$ cat src/rtl/tetris_input.sv
// Command front-end for the game core: button edges, auto-repeat, gravity and
// garbage-bar requests are collected as pending bits and issued one at a time in WAIT.
package tetris_pkg;
   typedef enum logic [3:0] {
      NONE, INIT, WAIT, LEFT, RIGHT, DOWN, ROTATE, ROTATE_REV, DROP, HOLD, BAR, END
   } state_type;
endpackage

module tetris_input
   import tetris_pkg::*;
#(
   parameter int unsigned DAS_DELAY    = 20_000_000,
   parameter int unsigned ARR_PERIOD   = 5_000_000,
   parameter int unsigned GRAVITY_BASE = 100_000_000,
   parameter int unsigned GRAVITY_STEP = 9_000_000,
   parameter int unsigned BAR_DEPTH    = 4
) (
   input  logic        clk,
   input  logic        reset,
   input  logic        btn_left,
   input  logic        btn_right,
   input  logic        btn_down,
   input  logic        btn_rot,
   input  logic        btn_rot_rev,
   input  logic        btn_drop,
   input  logic        btn_hold,
   input  logic        bar_valid,
   input  logic [9:0]  bar_in,
   input  state_type   core_state,
   input  logic [15:0] score,
   output state_type   ctrl,
   output logic [9:0]  bar_mask,
   output logic [3:0]  level,
   output logic        bar_overflow
);

   localparam int unsigned DW = $clog2(DAS_DELAY + ARR_PERIOD + 1);
   localparam int unsigned GW = $clog2(GRAVITY_BASE + 1);
   localparam int unsigned AW = $clog2(BAR_DEPTH);
   localparam int unsigned PW = AW + 1;

   localparam int unsigned P_LEFT    = 0;
   localparam int unsigned P_RIGHT   = 1;
   localparam int unsigned P_DOWN    = 2;
   localparam int unsigned P_ROT     = 3;
   localparam int unsigned P_ROT_REV = 4;
   localparam int unsigned P_DROP    = 5;
   localparam int unsigned P_HOLD    = 6;

   logic [6:0]          btn, rise, prev_q;
   logic [6:0]          pend_q, pend_d, set_v, clr_v;
   logic [2:0][DW-1:0]  das_q, das_d;
   logic [GW-1:0]       grav_q, grav_d;
   logic [31:0]         period;
   logic                grav_tick;
   logic [3:0]          level_q, level_d;
   logic                idle, flush, drop_issue, bar_issue;

   logic [9:0]          mem_q [BAR_DEPTH];
   logic [PW-1:0]       wr_q, wr_d, rd_q, rd_d;
   logic                ovf_q, ovf_d, bar_iss_q, bar_iss_d;
   logic                empty, full, push, pop, accept, bar_pend;

   always_comb begin
      btn   = {btn_hold, btn_drop, btn_rot_rev, btn_rot, btn_down, btn_right, btn_left};
      rise  = btn & ~prev_q;
      idle  = (core_state == INIT) || (core_state == END);
      flush = idle && (|rise);

      empty    = (wr_q == rd_q);
      full     = (wr_q[AW] != rd_q[AW]) && (wr_q[AW-1:0] == rd_q[AW-1:0]);
      // BAR stays masked between its issue and the pop so one entry is issued once
      bar_pend = !empty && !bar_iss_q;
      push     = bar_valid && (bar_in != '0);
      pop      = (core_state == BAR) && !empty;
      accept   = push && (!full || pop);
      bar_mask = empty ? '0 : mem_q[rd_q[AW-1:0]];

      period    = 32'(GRAVITY_BASE) - 32'(level_q) * 32'(GRAVITY_STEP);
      grav_tick = (32'(grav_q) + 32'd1) >= period;
      level_d   = (score[15:8] != '0) ? 4'd10 : score[7:4];
   end

   always_comb begin
      ctrl       = NONE;
      clr_v      = '0;
      drop_issue = 1'b0;
      bar_issue  = 1'b0;
      if (reset) begin
         ctrl = NONE;
      end else if (core_state == WAIT) begin
         if (bar_pend) begin
            ctrl      = BAR;
            bar_issue = 1'b1;
         end else if (pend_q[P_DROP]) begin
            ctrl       = DROP;
            drop_issue = 1'b1;
            clr_v[P_DROP] = 1'b1;
            clr_v[P_DOWN] = 1'b1;
         end else if (pend_q[P_HOLD]) begin
            ctrl = HOLD;
            clr_v[P_HOLD] = 1'b1;
         end else if (pend_q[P_ROT]) begin
            ctrl = ROTATE;
            clr_v[P_ROT] = 1'b1;
         end else if (pend_q[P_ROT_REV]) begin
            ctrl = ROTATE_REV;
            clr_v[P_ROT_REV] = 1'b1;
         end else if (pend_q[P_LEFT]) begin
            ctrl = LEFT;
            clr_v[P_LEFT] = 1'b1;
         end else if (pend_q[P_RIGHT]) begin
            ctrl = RIGHT;
            clr_v[P_RIGHT] = 1'b1;
         end else if (pend_q[P_DOWN]) begin
            ctrl = DOWN;
            clr_v[P_DOWN] = 1'b1;
         end
      end else if (flush) begin
         ctrl = DOWN;
      end
   end

   always_comb begin
      set_v  = rise;
      das_d  = das_q;
      grav_d = grav_q;

      for (int unsigned i = 0; i < 3; i++) begin
         if (rise[i]) begin
            das_d[i] = '0;
         end else if (btn[i]) begin
            if ((das_q[i] == DW'(DAS_DELAY - 1)) ||
                (das_q[i] == DW'(DAS_DELAY + ARR_PERIOD - 1)))
               set_v[i] = 1'b1;
            das_d[i] = (das_q[i] == DW'(DAS_DELAY + ARR_PERIOD - 1)) ?
                       DW'(DAS_DELAY) : das_q[i] + DW'(1);
         end else begin
            das_d[i] = '0;
         end
      end

      // DROP restarts the gravity interval, so a tick on that same edge is discarded
      if (drop_issue) begin
         grav_d = '0;
      end else if (!idle) begin
         if (grav_tick) begin
            grav_d = '0;
            set_v[P_DOWN] = 1'b1;
         end else begin
            grav_d = grav_q + GW'(1);
         end
      end

      pend_d    = (pend_q & ~clr_v) | set_v;
      wr_d      = accept ? wr_q + PW'(1) : wr_q;
      rd_d      = pop ? rd_q + PW'(1) : rd_q;
      ovf_d     = ovf_q | (push && !accept);
      bar_iss_d = pop ? 1'b0 : (bar_iss_q | bar_issue);

      if (flush) begin
         pend_d    = '0;
         das_d     = '0;
         grav_d    = '0;
         wr_d      = '0;
         rd_d      = '0;
         ovf_d     = 1'b0;
         bar_iss_d = 1'b0;
      end
   end

   always_ff @(posedge clk) begin
      if (reset) begin
         prev_q    <= '0;
         pend_q    <= '0;
         das_q     <= '0;
         grav_q    <= '0;
         level_q   <= '0;
         wr_q      <= '0;
         rd_q      <= '0;
         ovf_q     <= 1'b0;
         bar_iss_q <= 1'b0;
      end else begin
         prev_q    <= btn;
         pend_q    <= pend_d;
         das_q     <= das_d;
         grav_q    <= grav_d;
         level_q   <= level_d;
         wr_q      <= wr_d;
         rd_q      <= rd_d;
         ovf_q     <= ovf_d;
         bar_iss_q <= bar_iss_d;
      end
   end

   always_ff @(posedge clk) begin
      if (!reset && !flush && accept)
         mem_q[wr_q[AW-1:0]] <= bar_in;
   end

   assign level        = level_q;
   assign bar_overflow = ovf_q;

endmodule
$ cat config.mk
export PLATFORM = sky130hd
export DESIGN_NAME = tetris_input
export DESIGN_NICKNAME = d
export VERILOG_FILES = /design/src/rtl/tetris_input.sv
export SDC_FILE = /design/constraint.sdc
export NUM_CORES = 1
export LEC_CHECK = 0
export ABC_AREA = 1
export ABC_CLOCK_PERIOD_IN_PS = 9600
export CAP_MARGIN = 20
export CORE_ASPECT_RATIO = 0.75
export CORE_MARGIN = 5
export CORE_UTILIZATION = 48
export DETAILED_ROUTE_END_ITERATION = 10
export PLACE_DENSITY = 0.64
export SETUP_SLACK_MARGIN = 0.4
export SYNTH_ARGS = -nofsm -noshare
export SYNTH_HDL_FRONTEND = slang
export SYNTH_SLANG_ARGS = --single-unit
$ cat constraint.sdc
create_clock -name clk -period 9.6 [get_ports clk]
set_clock_uncertainty 0.1 [all_clocks]
set_input_delay 0.96 -clock clk [delete_from_list [all_inputs] [get_ports clk]]
set_output_delay 0.96 -clock clk [all_outputs]
set_load 0.01 [all_outputs]
After elaboration in Yosys (flattened, before gate mapping)
Memories as Yosys holds them, arrays and structs flattened. A register that Yosys moved wholly into a read port is not among the register bits.
Cells that the tools add are included.
- register bits after elaboration: 128
- memory bits (writable): 40
- bits of input ports: 40
- logic and storage cells: 141
- memories kept: 1
- memories (memory ; words ; width ; rd ports ; clocked after memory_dff ; write ports ; RTL line ; RTL):
    mem_q ; 4 ; 10 ; 1 ; 1 ; 1 ; 59 ; logic [9:0] mem_q [BAR_DEPTH];
- add/subtract/negate cells: 8
- $mul: 1
- order comparisons: 1
- eq/ne operators: 13
- multiplexer cells: 59
- bitwise logic cells: 10
- reductions and logical operators: 33
- operators with widths (operator ; count):
    25-bit == test (second input constant) ; 6
    25-bit by 1-bit adder with 25-bit output (second input constant) ; 3
    25-bit two-way mux ; 3
    28-bit by 32-bit >= comparator with 1-bit output ; 1
    1-bit two-way mux ; 31
    27-bit by 28-bit subtractor with 29-bit output (first input constant) ; 1
    27-bit by 1-bit adder with 28-bit output (second input constant) ; 1
    27-bit by 1-bit adder with 27-bit output (second input constant) ; 1
    27-bit two-way mux ; 1
    3-bit two-way mux ; 8
    4-bit two-way mux ; 6
    4-bit by 18-bit multiplier with 22-bit output (second input constant) ; 1
    7-bit two-way mux ; 3
    5-bit OR reduction ; 3
    7-bit AND ; 2
    7-bit inverter ; 2
    4-bit OR reduction ; 3
    10-bit two-way mux ; 1
    2-bit two-way mux ; 5
    10-bit nonzero test ; 1
    1-bit logical AND ; 9
    4-bit == test (second input constant) ; 2
    8-bit nonzero test ; 1
    7-bit bitwise OR ; 1
    other kinds (14) ; 29

Longest topological paths before layout
Gate-level depths: netlist of run 1.
- word-level depth: 13
- depth in mapped cells: 30
- mapped depth without buffers: 30

Worst setup path after synthesis of run 1
No wires, ideal clock.
- path type: register -> register
- from: register level_q[1] (netlist: level[1])
- to: register grav_q[18]
- setup time: 70 ps
- arrival time: 3884 ps
- required time: 9430 ps
- setup slack: 5546 ps
- cell stages (with the launch flop): 29
- period minus slack after synthesis: 4054 ps
- cell sequence: dfxtp_1 > ha_1 > inv_1 > nand2_1 > nand2_2 > ha_1 > or2_2 > ha_1 > nand3_1 > nand3_1 > nor2_1 > nand2_1 > nand3_1 > nand3_2 > nor2_2 > nand2_1 > nand2_1 > nand2_1 > ha_1 > nand2_1 > inv_1 > o21ai_0 > nand2_1 > nand2_1 > nand2_1 > nor2_4 > buf_2 > nand3_1 > a21oi_1
- cells in the longest elaborated chain, start to end: 4
- RTL lines (element ; RTL line ; RTL):
    from (decl) ; 56 ; logic [3:0] level_q, level_d;
    from (signal assigned) ; 188 ; level_q <= level_d;
    4-bit by 18-bit multiplier with 22-bit output ; 79 ; period = 32'(GRAVITY_BASE) - 32'(level_q) * 32'(GRAVITY_STEP);
    27-bit by 28-bit subtractor with 29-bit output ; 79 ;
    28-bit by 32-bit >= comparator with 1-bit output ; 80 ; grav_tick = (32'(grav_q) + 32'd1) >= period;
    27-bit two-way mux ; 147 ; if (grav_tick) begin
    to (signal assigned) ; 187 ; grav_q <= grav_d;
    to (decl) ; 53 ; logic [GW-1:0] grav_q, grav_d;
Every way passes these cells.
A chain may end at the register's enable or synchronous reset.

Final worst setup path of run 1
- from: register level_q[1] (netlist: level[1])
- to: register grav_q[4]
The elaborated chain is that of the path after synthesis.

==> results.txt, run 1 <==
----------------------------------------------------
[Outcome]
  Run status ... finished, final reports clean

[Pwr]
  Portion of total power attributed to combinational logic ... under 10%
  Sw power ... 0.000375 W
  Internal Pwr Total ... 0.00119 W
  Share of power burned in registers ... 48.1%
  Power density over cell area ... 133 nW/um^2
  Peak supply drop ... 0.000133 V
  Clock network fraction of design power ... 43.6%
  Switching share of power ... 24.0%
  LEAKAGE ... 4.73 nW
  Total power ... 0.00156 W

[Yosys]
  Cell area after synthesis ... 10400 sq um
  Adder-cell area share of the yosys netlist ... 5.77%
  Register area share after synthesis ... 36.6%
  Area fraction in and, or, nand and nor cells after synthesis ... between 30% and 40%
  Async S/R FF share, synth ... 0%
  Per-instance average area after synthesis ... 6.96 sq um
  Number of flops mapped to enable cells by yosys ... 40
  Main combinational cell family by area after synthesis ... simple AND/OR/NAND/NOR gates
  Area share of xor/xnor cells in the synthesized design ... 4.80%
  Compound-gate portion of the synthesized area ... 7.41%
  Post-Syn Instances ... 1494
  Count of distinct cell types in the synthesized netlist ... 48
  Number of register bits inferred by synthesis ... 170
  Primary FF master, synth ... dfxtp_1
  Post-Syn Nets ... 1582
  Portion of netlist area occupied by mux cells ... 0%
  Number of warnings reported in the yosys synthesis log ... 0

[Floorplan]
  DIE HEIGHT ... 138 um
  # rows ... 46
  IO Pins ... 59
  Die outline area ... 24800 sq um
  Initial Utilization ... 49.0%
  Die span in x ... 180 um
  Core ar. ... ~21000 sq um

[Layout]
  Count of antenna diodes in the layout ... 0
  Area taken by flip-flops and latches ... 3800 sq um
  Most frequent cells in the layout ... nand2_1 (347), nor2_1 (249), inv_1 (195)
  Relative area change from synthesis to final layout ... 13.0%
  Ratio of cells with drive above 1 in the final layout ... 6.10%
  Net count reported at finish ... 1632
  Multi-input logic area ... ~5700 sq um
  Most common cell after layout, fill and taps aside ... nand2_1
  Count of filler cells inserted in the layout ... 2121

[Clock network]
  Post-cts sizing count ... 0
  Clock tree from TritonCTS ... built
  Root buf cell ... clkbuf_16
  Number of clock buffers inserted by TritonCTS ... 17
  Depth of the CTS H-tree ... 4
  Number of buffers inserted to repair setup after CTS ... 0
  Clock transition at path regs ... roughly 70 ps
  Largest buffer count on any clock path ... 2
  TritonCTS sink count ... 170
  Clock latency of the later-clocked register in the worst-skew pair ... 430 ps
  Hold-fix buffers at CTS ... 0

[Min path]
  Source of the worst hold timing path ... das_q[50]
  Worst hold path cell count ... 1
  Path class of the lowest-slack min-delay path ... reg -> reg
  Endpoint of the worst hold-timing path ... das_q[50]

[Critical path]
  Highest net fanout along the worst path ... 28
  Critical path endpoint category ... flop
  Data arrival time at the worst-slack endpoint ... 5100 ps
  Crit path kind ... reg -> reg
  Terminus of the critical flop-to-flop path ... grav_q[4]
  Worst r2r src ... level[1]
  Req. time, crit path ... slightly below 10000 ps
  Reg-to-reg slack, setup ... approximately 4700 ps
  Critical path startpoint category ... flop
  Cell count of the worst reg-to-reg path ... 24

[STA]
  Tightest Pin Transition ... 1040 ps
  Time the final worst path needs with I/O delays and setup ... ~4900 ps
  Total count of max-transition violations in the final report ... 0
  Achievable Freq ... just over 200 MHz
  Count of final hold-check violations ... 0
  Share of the cycle needed by the critical path after routing ... 51.0%
  Setup repair after global routing missed its margin ... no
  Post-route setup TNS ... 0 ps
  Setup violation total in the final timing report ... 0
  Normalized max-slew margin ... 30.5%

[Routing]
  Number of remaining DRC errors ... 0
  Total wire length after detailed routing ... ~24000 um
  First-pass detailed-route iteration total ... 5
  Routed vias/inst ... 5.09
  DRC marker count from the first detailed-route iteration ... 735
  Total via count in the routed design ... 9391
  Number of antenna-violating nets in the routed design ... 0
  Average wire per standard cell ... 13.0 um

[Place]
  Port Buf Inserts ... 54
  Routability congestion estimate ... 0.917
  Estimated wirelength of the detail-placed design ... roughly 18000 um

[GRT]
  Pin count of the biggest net entering global routing ... 52
  Initial antenna violation count ... 1
  Global-route wire length before repair ... 40500 um
  GR Overflow Total ... 0
  Number of global-route vias before repair ... 8462
  Global-route usage over all layers ... between 10% and 20%

[Flow run]
  Total of max-cap violations ... 0

----------------------------------------------------
-- power by group through the flow --
stage                     registers, W  clock network [W]  logic [W]
after floorplan               0.000765                  0  0.0000818
after global placement        0.000767                  0   0.000128
after detailed placement      0.000767                  0   0.000130
after CTS                     0.000751           0.000697   0.000130
after global routing          0.000752           0.000732   0.000145
final                         0.000751           0.000681   0.000129
-- metal layers --
metal	global-route usage (%)	wire length, um	part of all wire, %
met5	0	11	0.046
met4	3.43	179	0.74
met3	4.20	1330	5.5
met2	29.9	9930	41
met1	29.3	12600	52
-- registers in the layout (all words and copies together) (netlist names), named ones only --
name	flops
grav_q	27
das_q	75
prev_q	7
mem_q	40
bar_overflow	1
level	4
bar_iss_q	1
wr_q	3
pend_q	7
rd_q	3
-- worst max-delay path, stage by stage (launching register included) --
cell and delay (ps):
dfxtp_1 490, ha_1 250, inv_1 70, nand2_1 70, nand2_2 110, ha_1 190
or2_2 290, ha_1 330, nand3_1 140, nand2_1 150, nand2_1 90, nand2_1 90
nand2_1 60, nand2_1 160, nand3_1 160, o21bai_1 170, nand2_1 100, ha_1 300
nand2_1 60, nor2_1 180, nand4_1 120, nor2_1 290, nand4_4 460, nand3b_1 250
a21oi_1 80
-- cell type report --
class                           count  area share (%)
Clock buffer                       18            3.73
Clock inverter                     14            1.24
Inverter                          199            6.42
Multi-Input combinational cell   1101            48.5
Sequential cell                   170            32.3
Tap cell                          288            3.06
Timing Repair Buffer               55            4.66
-- cell usage after synthesis (3+ instances only) --
cell	n	share of area, %
inv_1	195	7.0
edfxtp_1	40	12
xnor2_1	17	1.4
o32ai_1	10	0.84
nand3b_1	4	0.29
a21oi_1	83	4.0
nand4_1	38	2.3
nor3_2	3	0.29
a31oi_1	6	0.36
o21ai_0	34	1.6
dfxtp_1	130	25
nand2_1	347	13
nand3_1	103	5.0
ha_1	48	5.8
nor2_1	249	9.0
nor4_1	9	0.54
buf_6	5	0.54
or2_2	17	1.0
nor3_1	30	1.4
nor2_4	5	0.54
nor3b_1	9	0.65
nand2_2	9	0.54
and2_1	3	0.18
xor2_1	40	3.4
nand4_2	3	0.36
buf_2	7	0.34
nor2_2	13	0.78
clkbuf_1	11	0.40
-- kinds of logic after synthesis --
kind of cell / after synthesis
AO/OA/AOI/OAI: 141
XOR/XNOR: 57
adder cells (fa/ha/maj): 48
buffers and inverters: 223
flip-flops: 170
AND/OR/NAND/NOR: 855
-- metrics by stage --
stage / hold WS (ps) / cell area (sq um) / util [%] / worst slack [ps] / cells
global placement: 329 / 11200 / 52.6 / 4760 / 1813
CTS: 350 / 11800 / 55.4 / 4720 / 1845
floorplan: 318 / 10400 / - / 5550 / 1494
detailed placement: 337 / 11200 / 52.6 / 4750 / 1813
finish: 347 / 11800 / 55.4 / 4700 / 1845
global route: 371 / 11800 / 55.4 / 4170 / 1845
-- how the worst max path moves through the flow --
stage / from / endpoint / slack (ps) / cells past startpoint
6_report: level[1] / grav_q[4] / 4700 / 24
5_1_grt: level[1] / pend_q[2] / 4170 / 27
4_1_cts: level[1] / grav_q[1] / 4720 / 26
3_5_place_dp: level[1] / grav_q[1] / 4750 / 26
3_3_place_gp: level[1] / grav_q[1] / 4760 / 23
2_1_floorplan: level[1] / grav_q[18] / 5550 / 28
Power figures use the tool's default switching activity.
==> run 2, diff against run 1 <==
ABC_CLOCK_PERIOD_IN_PS = 4850   (was 9600)
clock period = 4.85 ns   (was 9.6 ns; I/O delays follow)
==> run 2 against run 1 <==
Clock-buffer cell count is 2 higher. Setup slack worse by 4000 ps. Global-route usage is 0.16 points lower. Total power is 100% higher. First-iteration DRC count is 6.9% lower. Register-to-register slack worse by 4000 ps. Critical path type unchanged.
==> results.txt, run 2 (same netlist as run 1, synthesis figures left out) <==
----------------------------------------------------
[Outcome]
  Run status ... finished, final reports clean

[GRT]
  Global-route usage over all layers ... 19.5% (-0.16 points)
  Pin count of the biggest net entering global routing ... 51 (-1.9%)
  Global-route wire length before repair ... 40100 um (-0.84%)
  Initial antenna violation count ... 0 (-1)
  Number of global-route vias before repair ... 8417 (-0.53%)
  GR Overflow Total ... 0 (unchanged)

[Layout]
  Area taken by flip-flops and latches ... 3800 sq um (unchanged)
  Reg with most FFs ... das_q
  Max reg flops ... 75 (unchanged)
  Fin area ... 11900 sq um (+1.3%)
  Count of filler cells inserted in the layout ... 2051 (-3.3%)
  Count of antenna diodes in the layout ... 0 (unchanged)
  Most frequent cells in the layout ... nand2_1 (345), nor2_1 (245), inv_1 (195)
  Relative area change from synthesis to final layout ... 14.5%
  Multi-input logic area ... 5760 sq um (+0.92%)
  Net count reported at finish ... 1639 (+0.43%)
  Ratio of cells with drive above 1 in the final layout ... 7.16% (+1.1 points)
  Most common cell after layout, fill and taps aside ... nand2_1

[Routing]
  DRC marker count from the first detailed-route iteration ... 684 (-6.9%)
  Routed vias/inst ... 5.12 (+0.53%)
  Number of antenna-violating nets in the routed design ... 0 (unchanged)
  First-pass detailed-route iteration total ... 5 (unchanged)
  Average wire per standard cell ... 13.0 um (about the same)
  Total wire length after detailed routing ... 24200 um (+0.48%)
  Number of remaining DRC errors ... 0 (unchanged)
  Total via count in the routed design ... 9477 (+0.92%)

[Place]
  Cell area reported after detailed placement ... 11300 sq um (+0.69%)
  Estimated wirelength of the detail-placed design ... 17900 um (-0.46%)
  Routability congestion estimate ... 0.954 (+4.0%)
  Port Buf Inserts ... 54 (unchanged)

[Min path]
  Source of the worst hold timing path ... das_q[0]
  Path class of the lowest-slack min-delay path ... reg -> reg

[Critical path]
  Worst setup path start ... level[1]
  Max stage delay on crit path ... 330 ps (-160 ps)
  Highest net fanout along the worst path ... 23 (-18%)
  Worst r2r src ... level[1]
  Req. time, crit path ... 5120 ps (-4680 ps)
  Data arrival time at the worst-slack endpoint ... 4430 ps (-670 ps)
  Crit path kind ... reg -> reg
  Cell with the largest stage delay on the worst path ... dfxtp_1
  CP dominant cell by count ... nand2_1
  Critical path startpoint category ... flop
  Critical path endpoint category ... flop

[STA]
  Setup violation total in the final timing report ... 0 (unchanged)
  Tightest Pin Transition ... 1070 ps (+34.6 ps)
  Count of final hold-check violations ... 0 (unchanged)
  Setup repair after global routing missed its margin ... yes
  Post-route setup TNS ... 0 ps (unchanged)
  Share of the cycle needed by the critical path after routing ... 85.8% (+35 points)
  Total count of max-transition violations in the final report ... 0 (unchanged)
  Normalized max-slew margin ... 28.2% (-2.3 points)
  Time the final worst path needs with I/O delays and setup ... 4160 ps (-734 ps)
  Achievable Freq ... 240 MHz (+18%)

[Floorplan]
  IO Pins ... 59 (unchanged)
  Core ar. ... 21200 sq um (unchanged)
  # rows ... 46 (unchanged)
  Die outline area ... 24800 sq um (unchanged)
  Initial Utilization ... 49.0% (unchanged)
  Die span in x ... 180 um (unchanged)
  DIE HEIGHT ... 138 um (unchanged)

[Clock network]
  Clock transition at path regs ... 70 ps (about the same)
  Number of clock buffers inserted by TritonCTS ... 17 (unchanged)
  Hold-fix buffers at CTS ... 0 (unchanged)
  Number of buffers inserted to repair setup after CTS ... 0 (unchanged)
  Clock latency of the later-clocked register in the worst-skew pair ... 430 ps (about the same)
  Depth of the CTS H-tree ... 4 (unchanged)
  TritonCTS sink count ... 170 (unchanged)
  Clock tree from TritonCTS ... built
  Post-cts sizing count ... 0 (unchanged)
  Largest buffer count on any clock path ... 2 (unchanged)
  Root buf cell ... clkbuf_16

[Pwr]
  Internal Pwr Total ... 0.00240 W (+100%)
  Sw power ... 0.000765 W (+100%)
  LEAKAGE ... 4.79 nW (+1.2%)
  Switching share of power ... 24.2% (+0.14 points)
  Share of power burned in registers ... 47.0% (-1.1 points)
  Peak supply drop ... 0.000228 V (+71%)
  Clock network fraction of design power ... 44.8% (+1.2 points)
  Total power ... 0.00316 W (+100%)
  Power density over cell area ... 265 nW/um^2 (+100%)
  Portion of total power attributed to combinational logic ... 8.3% (about the same)

[Flow run]
  Total of max-cap violations ... 0 (unchanged)

----------------------------------------------------
==> run 2: final timing paths <==
path / endpoint / slack [ps] / cells after the start
worst max-delay path: pend_q[2] / 690 / 28
worst min-delay path: das_q[0] / 350 / 1
worst max register to register: pend_q[2] / 690 / 28
worst min register to register: das_q[0] / 350 / 1
==> run 2: critical path, delay by kind of cell, from the launching register on <==
family	cells	cell delay, ps
fa+ha+maj	4	940
compound gates	2	270
simple gates	19	2130
flops	1	330
buf+inv	3	340
==> run 2: power by group through the flow <==
stage / Sequential, W / Combinational (W) / Clock (W)
2_1_floorplan: 0.00151 / 0.000162 / 0
3_3_place_gp: 0.00152 / 0.000256 / 0
3_5_place_dp: 0.00152 / 0.000259 / 0
4_1_cts: 0.00148 / 0.000261 / 0.00145
5_1_grt: 0.00149 / 0.000295 / 0.00151
6_report: 0.00148 / 0.000262 / 0.00142
==> run 2: through the flow <==
step | cells | util [%] | setup slack [ps] | hold WS, ps
after CTS | 1852 | 55.9 | 519 | 355
after floorplan | 1494 | - | 796 | 318
after global placement | 1820 | 53.0 | 547 | 332
after global routing | 1852 | 56.1 | 398 | 373
after detailed placement | 1820 | 53.0 | 541 | 340
final | 1852 | 56.1 | 687 | 351
==> run 2: per-layer routing <==
layer / routed length, um / vias to the layer above / global-route usage (%)
li1: - / 4950 / -
met1: 12800 / 4283 / 29.1
met2: 9850 / 230 / 29.2
met3: 1340 / 14 / 4.51
met4: 129 / 0 / 3.43
met5: 0 / - / 0
==> run 2: layout make-up <==
type / count / area share, %
Clock inverter: 12 / 1.13
Sequential cell: 170 / 31.9
Multi-Input combinational cell: 1101 / 48.3
Tap cell: 288 / 3.02
Inverter: 199 / 6.33
Timing Repair Buffer: 62 / 5.25
Clock buffer: 20 / 4.01
==> run 3, diff against run 2 <==
TNS_END_PERCENT = 1   (was not set)
==> results of run 3 <==
The final DEF is identical to that of run 2; final timing and power are the same.
